<file path="src/rtl/memory_arbiter.sv">
// memory_arbiter: shares one single-ported RAM between instruction fetch and
// data accesses. Data normally wins; a starvation counter forces a fetch grant
// after STARVE_LIMIT consecutive data grants while a fetch was waiting. halt
// blocks new fetch grants while data traffic continues to drain.
//
// Optional feature: define ARB_TIMEOUT_EN to add a per-access RAM timeout that
// parks the arbiter in a sticky error state until reset.
module memory_arbiter #(
  parameter int ADDR_W       = 32,
  parameter int DATA_W       = 32,
  parameter int STARVE_LIMIT = 4,
  parameter int TIMEOUT_CYC  = 64
) (
  input  logic              CLK,
  input  logic              nRST,
  input  logic              halt,
  input  logic              iREN,
  input  logic [ADDR_W-1:0] iaddr,
  input  logic              dREN,
  input  logic              dWEN,
  input  logic [ADDR_W-1:0] daddr,
  input  logic [DATA_W-1:0] dstore,
  output logic              ihit,
  output logic [DATA_W-1:0] iload,
  output logic              dhit,
  output logic [DATA_W-1:0] dload,
  output logic              ramREN,
  output logic              ramWEN,
  output logic [ADDR_W-1:0] ramaddr,
  output logic [DATA_W-1:0] ramstore,
  input  logic [DATA_W-1:0] ramload,
  input  logic              ram_ready,
  output logic              err
);

  localparam int CW = $clog2(STARVE_LIMIT + 1);
  localparam logic [CW-1:0] LIMIT_C = CW'(STARVE_LIMIT);

  typedef enum logic [1:0] {
    IDLE = 2'd0,
    IACC = 2'd1,
    DACC = 2'd2
`ifdef ARB_TIMEOUT_EN
    ,
    ERR  = 2'd3
`endif
  } state_t;

  state_t            state_q;
  logic [CW-1:0]     starve_q;
  logic [CW-1:0]     starve_d;
  logic [ADDR_W-1:0] addr_q;
  logic [DATA_W-1:0] wdata_q;
  logic              op_wr_q;

  logic d_pend;
  logic i_ok;
  logic force_i;
  logic in_iacc;
  logic in_dacc;

`ifdef ARB_TIMEOUT_EN
  localparam int TW = $clog2(TIMEOUT_CYC + 1);
  localparam logic [TW-1:0] TLAST_C = TW'(TIMEOUT_CYC - 1);
  logic [TW-1:0] tcnt_q;
  logic          err_q;
`endif

  // Grant qualifiers evaluated only while IDLE.
  assign d_pend  = dREN | dWEN;
  assign i_ok    = iREN & ~halt;
  assign force_i = i_ok & (starve_q == LIMIT_C);

  // Saturating increment of the starvation counter for a data grant.
  always_comb begin
    starve_d = starve_q;
    if (starve_q != LIMIT_C) begin
      starve_d = starve_q + CW'(1);
    end
  end

  // Arbitration FSM: grants, request latching, starvation and timeout tracking.
  always_ff @(posedge CLK) begin
    if (!nRST) begin
      state_q  <= IDLE;
      starve_q <= '0;
      addr_q   <= '0;
      wdata_q  <= '0;
      op_wr_q  <= 1'b0;
`ifdef ARB_TIMEOUT_EN
      tcnt_q   <= '0;
      err_q    <= 1'b0;
`endif
    end else begin
      case (state_q)
        IDLE: begin
`ifdef ARB_TIMEOUT_EN
          tcnt_q <= '0;
`endif
          if (force_i) begin
            state_q  <= IACC;
            addr_q   <= iaddr;
            op_wr_q  <= 1'b0;
            starve_q <= '0;
          end else if (d_pend) begin
            state_q  <= DACC;
            addr_q   <= daddr;
            wdata_q  <= dstore;
            // A write wins when both data strobes are high.
            op_wr_q  <= dWEN;
            starve_q <= i_ok ? starve_d : '0;
          end else if (i_ok) begin
            state_q  <= IACC;
            addr_q   <= iaddr;
            op_wr_q  <= 1'b0;
            starve_q <= '0;
          end
        end
        IACC, DACC: begin
          if (ram_ready) begin
            state_q <= IDLE;
          end
`ifdef ARB_TIMEOUT_EN
          else if (tcnt_q == TLAST_C) begin
            state_q <= ERR;
            err_q   <= 1'b1;
          end else begin
            tcnt_q <= tcnt_q + TW'(1);
          end
`endif
        end
`ifdef ARB_TIMEOUT_EN
        ERR: begin
          state_q <= ERR;
        end
`endif
        default: begin
          state_q <= IDLE;
        end
      endcase
    end
  end

  // RAM-side outputs derive only from state and latched request registers.
  assign in_iacc  = (state_q == IACC);
  assign in_dacc  = (state_q == DACC);
  assign ramREN   = in_iacc | (in_dacc & ~op_wr_q);
  assign ramWEN   = in_dacc & op_wr_q;
  assign ramaddr  = (in_iacc | in_dacc) ? addr_q : '0;
  assign ramstore = (in_dacc & op_wr_q) ? wdata_q : '0;

  // Completion strobes follow ram_ready within the access state.
  assign ihit  = in_iacc & ram_ready;
  assign dhit  = in_dacc & ram_ready;
  assign iload = ihit ? ramload : '0;
  assign dload = (dhit & ~op_wr_q) ? ramload : '0;

`ifdef ARB_TIMEOUT_EN
  assign err = err_q;
`else
  assign err = 1'b0;
`endif

endmodule

</file>
<file path="config.mk">
export PLATFORM = sky130hd
export DESIGN_NAME = memory_arbiter
export DESIGN_NICKNAME = d
export VERILOG_FILES = /design/src/rtl/memory_arbiter.sv
export SDC_FILE = /design/constraint.sdc
export NUM_CORES = 1
export LEC_CHECK = 0
export BUFFER_PORTS_ARGS = -buffer_cell sky130_fd_sc_hd__buf_4
export CAP_MARGIN = 10
export CORE_AREA = 2 2 103 105
export CTS_CLUSTER_DIAMETER = 80
export DETAILED_ROUTE_END_ITERATION = 12
export DIE_AREA = 0 0 105 107
export GPL_TIMING_DRIVEN = 0
export PLACE_DENSITY = 0.81
export SLEW_MARGIN = 40
export SYNTH_ARGS = -nofsm -noshare
export SYNTH_HDL_FRONTEND = slang
export SYNTH_SLANG_ARGS = --single-unit
export TNS_END_PERCENT = 1
</file>
<file path="constraint.sdc">
create_clock -name CLK -period 1.9 [get_ports CLK]
set_input_delay 0.285 -clock CLK [delete_from_list [all_inputs] [get_ports CLK]]
set_output_delay 0.285 -clock CLK [all_outputs]
set_load 0.01 [all_outputs]
</file>
---- Yosys cells after proc, flatten, opt, wreduce, memory -nomap -nowiden ----
Cells that the tools add are included.
W data, S select, Z words.
operators by class
  add/sub/neg operators ................... 1
  eq/ne operators ......................... 7
  multiplexer cells ....................... 20
  bitwise gates (word level) .............. 13
  reduce and logical (&&, ||, !) cells .... 7
operators by type and width
  cell                   count
  $mux W32               7
  $mux W3                5
  $mux W2                4
  $and A1 B1 Y1          7
  $reduce_and A3 Y1      2
  $ne A4 B2 Y1 const B   1
  $ne A4 B4 Y1 const B   1
  $pmux W2 S2            1
  $reduce_and A2 Y1      2
  $add A3 B1 Y3 const B  1
  $eq A3 B3 Y1 const B   1
  $mux W1                3
  $ne A3 B3 Y1 const B   1
  $not A1 Y1             3
  $or A1 B1 Y1           3
  $reduce_bool A3 Y1     1
  $eq A2 B1 Y1 const B   1
  $eq A2 B2 Y1 const B   1
  $logic_not A2 Y1       1
  $ne A2 B2 Y1 const B   1
  $reduce_or A2 Y1       1
word-level totals
  register bits after elaboration ......... 70
  input bits .............................. 135
  output and inout port bits .............. 133

---- Depth between registers and ports, before layout ----
Gate-level depths: netlist of the first run.
  depth after elaboration ................. 6
  mapped depth ............................ 8
  depth with buffers taken out ............ 6

---- Least setup slack after synthesis of the first run ----
No wires, ideal clock.
  path kind ............................... register to output
  start point ............................. register state_q[0]
  end point ............................... output dload[10]
  data arrival time ....................... 1.224 ns
  path slack .............................. 0.391 ns
  stages on the path, launching flop included .. 6
  buffers on the path ..................... 1
  path through ............................ dfxtp_1 > inv_1 > ha_1 > and3_1 > clkbuf_1 > and2_1
between the ends
  word-level cells in the longest chain between the ends .. 4
RTL lines
  what                    RTL line  source
  start, declared         49        state_t state_q;
  start signal, assigned  85        state_q <= IDLE;
  start signal, assigned  101       state_q <= IACC;
  start signal, assigned  106       state_q <= DACC;
  $eq A2 B2 Y1            146       assign in_dacc = (state_q == DACC);
  $and A1 B1 Y1           154       assign dhit = in_dacc & ram_ready;
  $and A1 B1 Y1           156       assign dload = (dhit & ~op_wr_q) ? ramload : '0;
  $mux W32                156
  end, declared           26        output logic [DATA_W-1:0] dload,
Every way passes these cells.

---- Final worst setup path of the first run ----
  start point ............................. register state_q[0]
  end point ............................... output dload[3]
The elaborated chain is that of the path after synthesis.

==> impl_metrics.csv, run 1 <==
group,metric,value,unit
run_status,status,"finished clean",
clock_network,clock_latency,0.34,ns
synthesis,ys_ff_latch,70,
grt,grt_use_total,0.268,
power_and_ir_drop,switching_share,0.323,
drt,first_pass_iters,4,
timing,finalHoldViolCount,0,
power_and_ir_drop,p_seq_frac,0.412,
power_and_ir_drop,p_int,2860,µW
setup_path,start_kind,"flip-flop",
place,finalWeightedCongestion,0.959,
clock_network,tritoncts,"yes",
setup_path,crit_type,"reg2out",
drt,avgViaCountPerCell,5.12,
worst_hold_path,hold_class,"in2reg",
timing,timing.hold.ws,0.152,ns
clock_network,cts_hold_buf,0,
timing,max_freq,537,MHz
synthesis,syn_nets,661,
power_and_ir_drop,p_sw,1360,µW
synthesis,postSynthCellCount,521,
layout,layout-drive-gt1-share,0.442,
place,dp_slack,-0.0731,ns
synthesis,synthDistinctLibCells,34,
drt,drt_iter0_drc,322,
grt,grt_pass1_vias,4690,
synthesis,yosysSeqAreaShare,0.354,
floorplan,die_h,107,µm
place,io_buffers,265,
timing,worst_slack,0.0379,ns
clock_network,cts_root_buffer,"clkbuf_8",
synthesis,synth_area,3960,µm²
drt,route.detailed.drc,0,
timing,period_needed,1.86,ns
setup_path,path_cells,"inv_4, ha_4, and3_4, buf_8, and2_4, buf_4",
floorplan,coreArea,10100,µm²
flow_run,drv_cap,0,
clock_network,clk_pin_slew_worst_paths,0.07,ns
power_and_ir_drop,leakagePower,0.00328,µW
timing,setup_viol,0,
timing,min_period_over_period,0.980,
setup_path,cpMaxStageDelayCell,"dfxtp_4",
floorplan,die-area,11200,µm²
drt,via_count,4814,
power_and_ir_drop,clkPwrFrac,0.248,
setup_path,required,1.62,ns
floorplan,start_util,0.392,
floorplan,die_w,105,µm
worst_hold_path,min-delay-start,"dstore[25]",
grt,grt_overflow,0,
setup_path,cp-end-kind,"primary output",
drt,wl_per_cell,16.8,µm
synthesis,yosysWarningCount,0,
layout,final_cell_mix,"buf_4 (257), nand2_1 (70), dfxtp_1 (67)",
clock_network,htreeDepth,3,
drt,drtAntennaViolNets,0,
power_and_ir_drop,comb_power_share,0.340,
floorplan,io_pins,268,
grt,grt_start_max_net_pins,12,
setup_path,worstPathMaxFanout,10,
layout,finalNetCount,938,
clock_network,cts_buffers,9,
timing,final_max_slew_viol_count,0,
floorplan,std_cell_rows,37,
layout,final_common_cell,"buf_4",
layout,fin_util,0.641,
setup_path,max_stage_delay,0.37,ns
setup_path,worstPathArrival,1.58,ns
drt,routed_wl,15800,µm
grt,grt_pass1_wl,23600,µm
timing,fin_tns_setup,0,ns
clock_network,cts_buffer_depth,2,
power_and_ir_drop,power-per-cell-area,653,nW/µm²
power_and_ir_drop,peakVddDrop,0.392,mV
setup_path,critPathLaunch,"state_q[0]",
power_and_ir_drop,power,4220,µW
place,dp_hpwl,12600,µm
timing,fin_skew,0.00828,ns
synthesis,syn_avg_cell_area,7.60,µm²
grt,antenna_found_initial,1,
clock_network,cts_sinks,70,
setup_path,reg2reg_from,"starve_q[0]",
layout,area.growth.synth_to_final,63.5,%
timing,rsz0062_at_grt,"true",
registers in the layout (all words and copies together), names as in the netlist:
name and cells:
addr_q 32, op_wr_q 1, starve_q 3, state_q 2, wdata_q 32
synthesized netlist by cell type:
master,instances,share of area
a21boi_0,1,0.0019
a21o_1,1,0.0019
a21oi_1,44,0.056
a21oi_2,20,0.044
a32oi_1,2,0.0044
a41o_1,1,0.0025
and2_1,67,0.11
and2_4,1,0.0022
and3_1,65,0.10
and3_2,1,0.0019
and3_4,1,0.0028
buf_1,1,0.00095
buf_2,5,0.0063
buf_4,1,0.0019
buf_6,14,0.040
clkbuf_1,32,0.030
conb_1,1,0.00095
dfxtp_1,70,0.35
ha_1,5,0.016
inv_1,5,0.0047
nand2_1,70,0.066
nand2b_1,2,0.0032
nand3_1,34,0.043
nand4_1,1,0.0016
nand4b_1,1,0.0022
nor2_1,1,0.00095
nor2b_1,3,0.0047
o21a_4,1,0.0038
o21ai_0,44,0.056
o21ai_1,22,0.028
o21ai_4,1,0.0041
o22ai_1,1,0.0016
o32ai_1,1,0.0022
or2_1,1,0.0016
per-layer routing:
layer  GRT usage  share of wire
met5           0              0
met4       0.155          0.049
met3      0.0815          0.083
met2       0.501           0.52
met1       0.261           0.35
path summary, 6_finish.rpt:
| check | slack [ns] | cells past startpoint | to |
|---|---|---|---|
| max | 0.04 | 6 | dload[3] |
| min reg2reg | 0.45 | 2 | wdata_q[16] |
| max reg2reg | 0.21 | 8 | wdata_q[3] |
| min | 0.15 | 3 | wdata_q[25] |
timing repair:
action	in CTS	in global routing
endpoints found under the setup margin	121	90
setup buffers	0	1
resized for setup	37	26
cloned	0	0
pin swaps	3	2
per-stage QoR:
stage	instances	cell area [µm²]
final	940	6470
after global routing	940	6470
after CTS	938	6380
after detailed placement	922	6120
after global placement	922	6120
after floorplan	521	3960
logic make-up (layout without fill, tap and decap cells):
family	Yosys count	count (layout)	synth area share
AND/OR/NAND/NOR	248	248	0.339
AO/OA/AOI/OAI	139	139	0.206
flip-flops	70	70	0.354
buffers and inverters	58	340	0.0841
adder cells (fa/ha/maj)	5	5	0.0158
other	1	2	0.000948
critical path, delay by kind of cell (launching register included):
kind,cells,cell delay (ns)
adders and majority gates,1,0.16
buffers and inverters,3,0.33
and+or+nand+nor,2,0.38
DFF,1,0.37
power groups by stage:
stage	combinational (µW)	sequential, µW	clock [µW]
3_3_place_gp	1330	1760	0
5_1_grt	1570	1760	1140
2_1_floorplan	758	1740	0
6_report	1440	1740	1050
4_1_cts	1410	1740	1070
3_5_place_dp	1360	1770	0
cell type report:
class	instances	area [µm²]
Fill cell	891	3620
Inverter	5	21.3
Antenna cell	1	2.50
Clock inverter	4	22.5
Tap cell	136	170
Multi-Input combinational cell	393	2290
Timing Repair Buffer	266	2040
Clock buffer	12	145
Buffer	53	363
Sequential cell	70	1410
No activity file was read; power rests on OpenSTA's default activity.
==> inputs of run 2 (changes only) <==
CORE_AREA = not set   (was 2 2 103 105)
CORE_MARGIN = 2   (was not set)
CORE_UTILIZATION = 38   (was not set)
DIE_AREA = not set   (was 0 0 105 107)
PLACE_DENSITY = 0.82   (was 0.81)
SKIP_CTS_REPAIR_TIMING = 1   (was not set)
clock period = 1.7 ns   (was 1.9 ns; I/O delays follow)
==> run 2 against run 1 <==
  * The run now ends with setup timing left
  * Critical endpoint is now dload[20]
  * Design area increased by 3.1%
  * Clock power increased by 28%
  * Critical path depth unchanged
  * Setup slack got worse by 0.19 ns
  * Total power increased by 18%
  * First-iteration DRC count decreased by 9.0%
  * Register-to-register slack got worse by 0.16 ns
==> impl_metrics.csv, run 2 (synthesis gave the netlist of run 1 again) <==
group,metric,value,unit
floorplan,start_util,0.387,
floorplan,die_h,106,µm
layout,top_regs,"addr_q (32), wdata_q (32), starve_q (3)",
timing,finalHoldViolCount,0,
clock_network,cts_sinks,70,
power_and_ir_drop,power-per-cell-area,746,nW/µm²
drt,routed_wl,15900,µm
setup_path,worstPathMaxFanout,10,
place,dp_hpwl,12200,µm
setup_path,cp-end-kind,"primary output",
layout,final_common_cell,"buf_4",
clock_network,htreeDepth,3,
timing,min_period_over_period,1.09,
timing,worst_slack,-0.155,ns
grt,antenna_found_initial,2,
run_status,status,"complete, but fails checks",
timing,fin_skew,0.0177,ns
floorplan,std_cell_rows,37,
worst_hold_path,hold_class,"in2reg",
floorplan,die_w,106,µm
layout,area.growth.synth_to_final,68.5,%
place,io_buffers,265,
layout,fin_util,0.652,
clock_network,clock_latency,0.36,ns
flow_run,drv_cap,0,
place,placed_area,6120,µm²
place,finalWeightedCongestion,0.835,
timing,setup_viol,107,
setup_path,required,1.44,ns
grt,grt_pass1_wl,23300,µm
power_and_ir_drop,comb_power_share,0.338,
floorplan,die-area,11200,µm²
clock_network,cts_root_buffer,"clkbuf_8",
timing,max_freq,539,MHz
floorplan,io_pins,268,
layout,final_cell_mix,"buf_4 (238), nand2_1 (70), dfxtp_1 (65)",
clock_network,cts_buffers,9,
layout,regArea,1410,µm²
drt,via_count,4855,
grt,grt_overflow,0,
grt,grt_use_total,0.263,
drt,wl_per_cell,16.9,µm
run_status,violations,"setup timing",
drt,first_pass_iters,5,
power_and_ir_drop,leakagePower,0.00330,µW
layout,multiInputGateArea,2350,µm²
power_and_ir_drop,p_seq_frac,0.392,
drt,drtAntennaViolNets,0,
timing,rsz0062_at_grt,"true",
timing,period_needed,1.86,ns
setup_path,worstPathArrival,1.60,ns
setup_path,crit_type,"reg2out",
power_and_ir_drop,switching_share,0.324,
power_and_ir_drop,peakVddDrop,0.500,mV
clock_network,cts_buffer_depth,2,
setup_path,start_kind,"flip-flop",
layout,finalNetCount,939,
drt,avgViaCountPerCell,5.15,
layout,fillers,844,
power_and_ir_drop,p_sw,1610,µW
clock_network,tritoncts,"yes",
floorplan,coreArea,10200,µm²
layout,final_area,6670,µm²
grt,grt_start_max_net_pins,13,
grt,grt_pass1_vias,4652,
drt,drt_iter0_drc,293,
power_and_ir_drop,clkPwrFrac,0.270,
clock_network,clk_pin_slew_worst_paths,0.09,ns
layout,layout-drive-gt1-share,0.464,
drt,route.detailed.drc,0,
timing,final_max_slew_viol_count,0,
power_and_ir_drop,p_int,3360,µW
-- run 2: cell types whose count changed in the layout (fill, tap and decap cells not counted), moves of 3 or more --
cell,previous run,this run
buf_6,26,53
and3_1,64,56
buf_4,257,238
clkbuf_1,22,19
and3_4,2,10
-- run 2: per-layer routing --
layer	share of wire	up-vias	routed length, µm	GRT usage
li1	-	2340	-	-
met1	0.37	2260	5850	0.268
met2	0.54	227	8550	0.509
met3	0.065	28	1040	0.0681
met4	0.029	0	457	0.102
met5	0	-	0	0
-- run 2: critical path, stage by stage (launching register included) --
cell,delay [ns]
dfxtp_4,0.37
inv_4,0.07
ha_4,0.16
and3_4,0.23
buf_6,0.14
and2_1,0.14
buf_4,0.12
-- run 2: power groups by stage --
stage	registers, µW	clock network (µW)	logic (µW)
2_1_floorplan	1940	0	847
3_3_place_gp	1960	0	1480
3_5_place_dp	1970	0	1520
4_1_cts	1940	1360	1530
5_1_grt	1970	1440	1830
6_report	1950	1340	1680
-- run 2: through the flow --
step	setup slack, ns	cells	TNS [ns]	power (µW)	hold slack, ns
2_1_floorplan	0.221	521	0	2790	0.385
3_3_place_gp	-0.181	922	-3.32	3450	0.432
3_5_place_dp	-0.218	922	-5.19	3490	0.438
4_1_cts	-0.627	938	-49.46	4830	0.0977
5_1_grt	-0.235	942	-14.84	5230	0.107
6_report	-0.155	942	-7.08	4970	0.114
-- run 2: layout make-up --
type                    count  share of cell area
repair buffers            267               0.318
clock buffers              11              0.0197
clock inverters             5             0.00901
plain buffers              53              0.0599
diodes                      2            0.000751
well taps                 136              0.0255
flip-flops and latches     70               0.212
inverters                   5             0.00357
multi-input cells         393               0.352
-- run 2: path summary, 6_finish.rpt --
path / depth (start not counted) / slack (ns) / endpoint / startpoint
hold reg to reg: 2 / 0.45 / wdata_q[15] / wdata_q[15]
hold / removal: 3 / 0.11 / wdata_q[25] / dstore[25]
setup / recovery: 6 / -0.16 / dload[20] / state_q[0]
setup reg to reg: 7 / 0.05 / addr_q[12] / starve_q[0]
==> inputs of run 3 (changes only) <==
CORE_ASPECT_RATIO = 1.5   (was not set)
CORE_MARGIN = 3   (was 2)
RECOVER_POWER = 50   (was not set)
==> run 3 against run 2 <==
  * The flow still finishes with violations (setup timing)
  * Clock power rose by 41%
  * Count of clock-buffer cells in the layout is 1 lower
  * Setup slack better by 0.043 ns
  * Register-to-register slack worse by 0.07 ns
  * Hold slack better by 0.032 ns
  * Critical path depth is the same
  * Maximum frequency rose by 2.4%
  * Die area increased by 4.0%
  * Sequential power about the same
  * Utilization grew 1.2 points
  * Sequential cell count unchanged
  * Total power increased by 11%
  * Critical endpoint is now dload[18]
==> impl_metrics.csv, run 3 (synthesis gave the netlist of run 1 again) <==
group,metric,value,unit
drt,wl_per_cell,17.8,µm
setup_path,critPathLaunch,"state_q[0]",
timing,tightest_slew,0.520,ns
run_status,violations,"setup timing",
clock_network,htreeDepth,3,
drt,via_count,4828,
floorplan,die_h,131,µm
timing,final_max_slew_viol_count,0,
setup_path,path_common_cell,"buf_4",
setup_path,cpMaxStageDelayCell,"dfxtp_2",
grt,antenna_found_initial,9,
drt,avgViaCountPerCell,5.23,
grt,grt_pass1_vias,4642,
timing,relSlewSlack,0.653,
floorplan,die-area,11700,µm²
grt,grt_overflow,0,
setup_path,cpLargestDelayFamily,"flip-flops",
setup_path,start_kind,"flip-flop",
timing,fin_tns_setup,-2.95,ns
clock_network,cts_sinks,70,
timing,timing.hold.ws,0.146,ns
layout,top_regs,"addr_q (32), wdata_q (32), starve_q (3)",
setup_path,path_cells,"inv_4, ha_4, and3_4, buf_4, and2_1, buf_4",
layout,fillers,841,
grt,grt_use_total,0.264,
power_and_ir_drop,p_int,3820,µW
layout,final_common_cell,"buf_4",
setup_path,path_buf_inv,3,
drt,routed_wl,16500,µm
layout,final_cell_mix,"buf_4 (252), nand2_1 (69), dfxtp_1 (67)",
drt,route.detailed.drc,0,
floorplan,std_cell_rows,45,
worst_hold_path,min-delay-start,"dstore[12]",
layout,area.growth.synth_to_final,70.1,%
place,io_buffers,265,
power_and_ir_drop,p_seq_frac,0.355,
grt,grt_pass1_wl,23300,µm
flow_run,drv_cap,0,
timing,rsz0062_at_grt,"true",
grt,grt_start_max_net_pins,14,
timing,finalHoldViolCount,0,
clock_network,clock_latency,0.33,ns
timing,setup_viol,71,
power_and_ir_drop,power-per-cell-area,817,nW/µm²
timing,worst_slack,-0.112,ns
floorplan,die_w,89.3,µm
timing,min_period_over_period,1.07,
power_and_ir_drop,switching_share,0.306,
setup_path,reg2reg_from,"starve_q[0]",
setup_path,worstPathArrival,1.56,ns
clock_network,tritoncts,"yes",
layout,layout-drive-gt1-share,0.463,
power_and_ir_drop,peakVddDrop,0.633,mV
setup_path,required,1.44,ns
power_and_ir_drop,clkPwrFrac,0.344,
clock_network,clk_pin_slew_worst_paths,0.06,ns
timing,max_freq,552,MHz
clock_network,cts_buffers,9,
setup_path,crit_type,"reg2out",
worst_hold_path,hold_class,"in2reg",
place,dp_hpwl,13100,µm
timing,period_needed,1.81,ns
layout,finalNetCount,940,
place,finalWeightedCongestion,0.846,
run_status,status,"complete, but fails checks",
setup_path,max_stage_delay,0.37,ns
drt,drt_iter0_drc,179,
power_and_ir_drop,p_sw,1680,µW
floorplan,coreArea,10100,µm²
timing,fin_skew,0.00808,ns
drt,first_pass_iters,4,
setup_path,worstPathMaxFanout,6,
floorplan,io_pins,268,
setup_path,cp-end-kind,"primary output",
place,dp_slack,-0.199,ns
drt,drtAntennaViolNets,0,
power_and_ir_drop,comb_power_share,0.301,
floorplan,start_util,0.390,
clock_network,cts_buffer_depth,2,
power_and_ir_drop,leakagePower,0.00331,µW
clock_network,cts_root_buffer,"clkbuf_16",
## run 3: cell count changes in the layout (fill, tap and decap cells not counted), sizes merged
cell,previous run,this run
clkinv,3,2
inv,5,6
diode,2,1
clkbuf,31,30
clkinvlp,1,2
dlymetal6s2s,0,1
## run 3: path summary, 6_finish.rpt
kind | endpoint | slack (ns) | depth (start not counted)
worst max-delay path | dload[18] | -0.11 | 6
worst min-delay path | wdata_q[12] | 0.15 | 3
worst max register to register | addr_q[12] | -0.02 | 8
worst min register to register | wdata_q[14] | 0.45 | 2
## run 3: cell type report
cell class              count  area, µm²  share of cell area
multi-input cells         393       2380               0.353
repair buffers            268       2080               0.309
flip-flops and latches     70       1410               0.209
plain buffers              53        395              0.0587
clock buffers              10        229              0.0340
well taps                 117        146              0.0218
clock inverters             6       71.3              0.0106
inverters                   5       23.8             0.00353
diodes                      1       2.50            0.000372
## run 3: routing by layer
layer  track usage  part of all wire  vias up
li1              -                 -     2334
met1         0.245              0.33     2190
met2         0.482              0.52      235
met3         0.134              0.12       53
met4        0.0955             0.030       16
met5             0            0.0077        -
## run 3: worst reg2reg max path: cells and delay by family, from the launching register on
kind / cells / cell delay [ns]
DFF: 1 / 0.32
adders and majority gates: 1 / 0.18
and+or+nand+nor: 2 / 0.41
AOI/OAI and AO/OA: 2 / 0.32
buffers and inverters: 3 / 0.36
## run 3: power groups by stage
stage	sequential, µW	combinational [µW]	clock, µW
2_1_floorplan	1940	847	0
3_3_place_gp	1960	1490	0
3_5_place_dp	1970	1520	0
4_1_cts	1940	1530	1920
5_1_grt	1980	1810	1990
6_report	1950	1660	1890
## run 3: through the flow
stage	util	area, µm²	std cells	power, µW
after detailed placement	0.601	6090	903	3500
after global placement	0.601	6090	903	3450
after CTS	0.631	6390	919	5390
after global routing	0.664	6730	922	5770
final	0.664	6730	923	5500
after floorplan	-	3960	521	2790
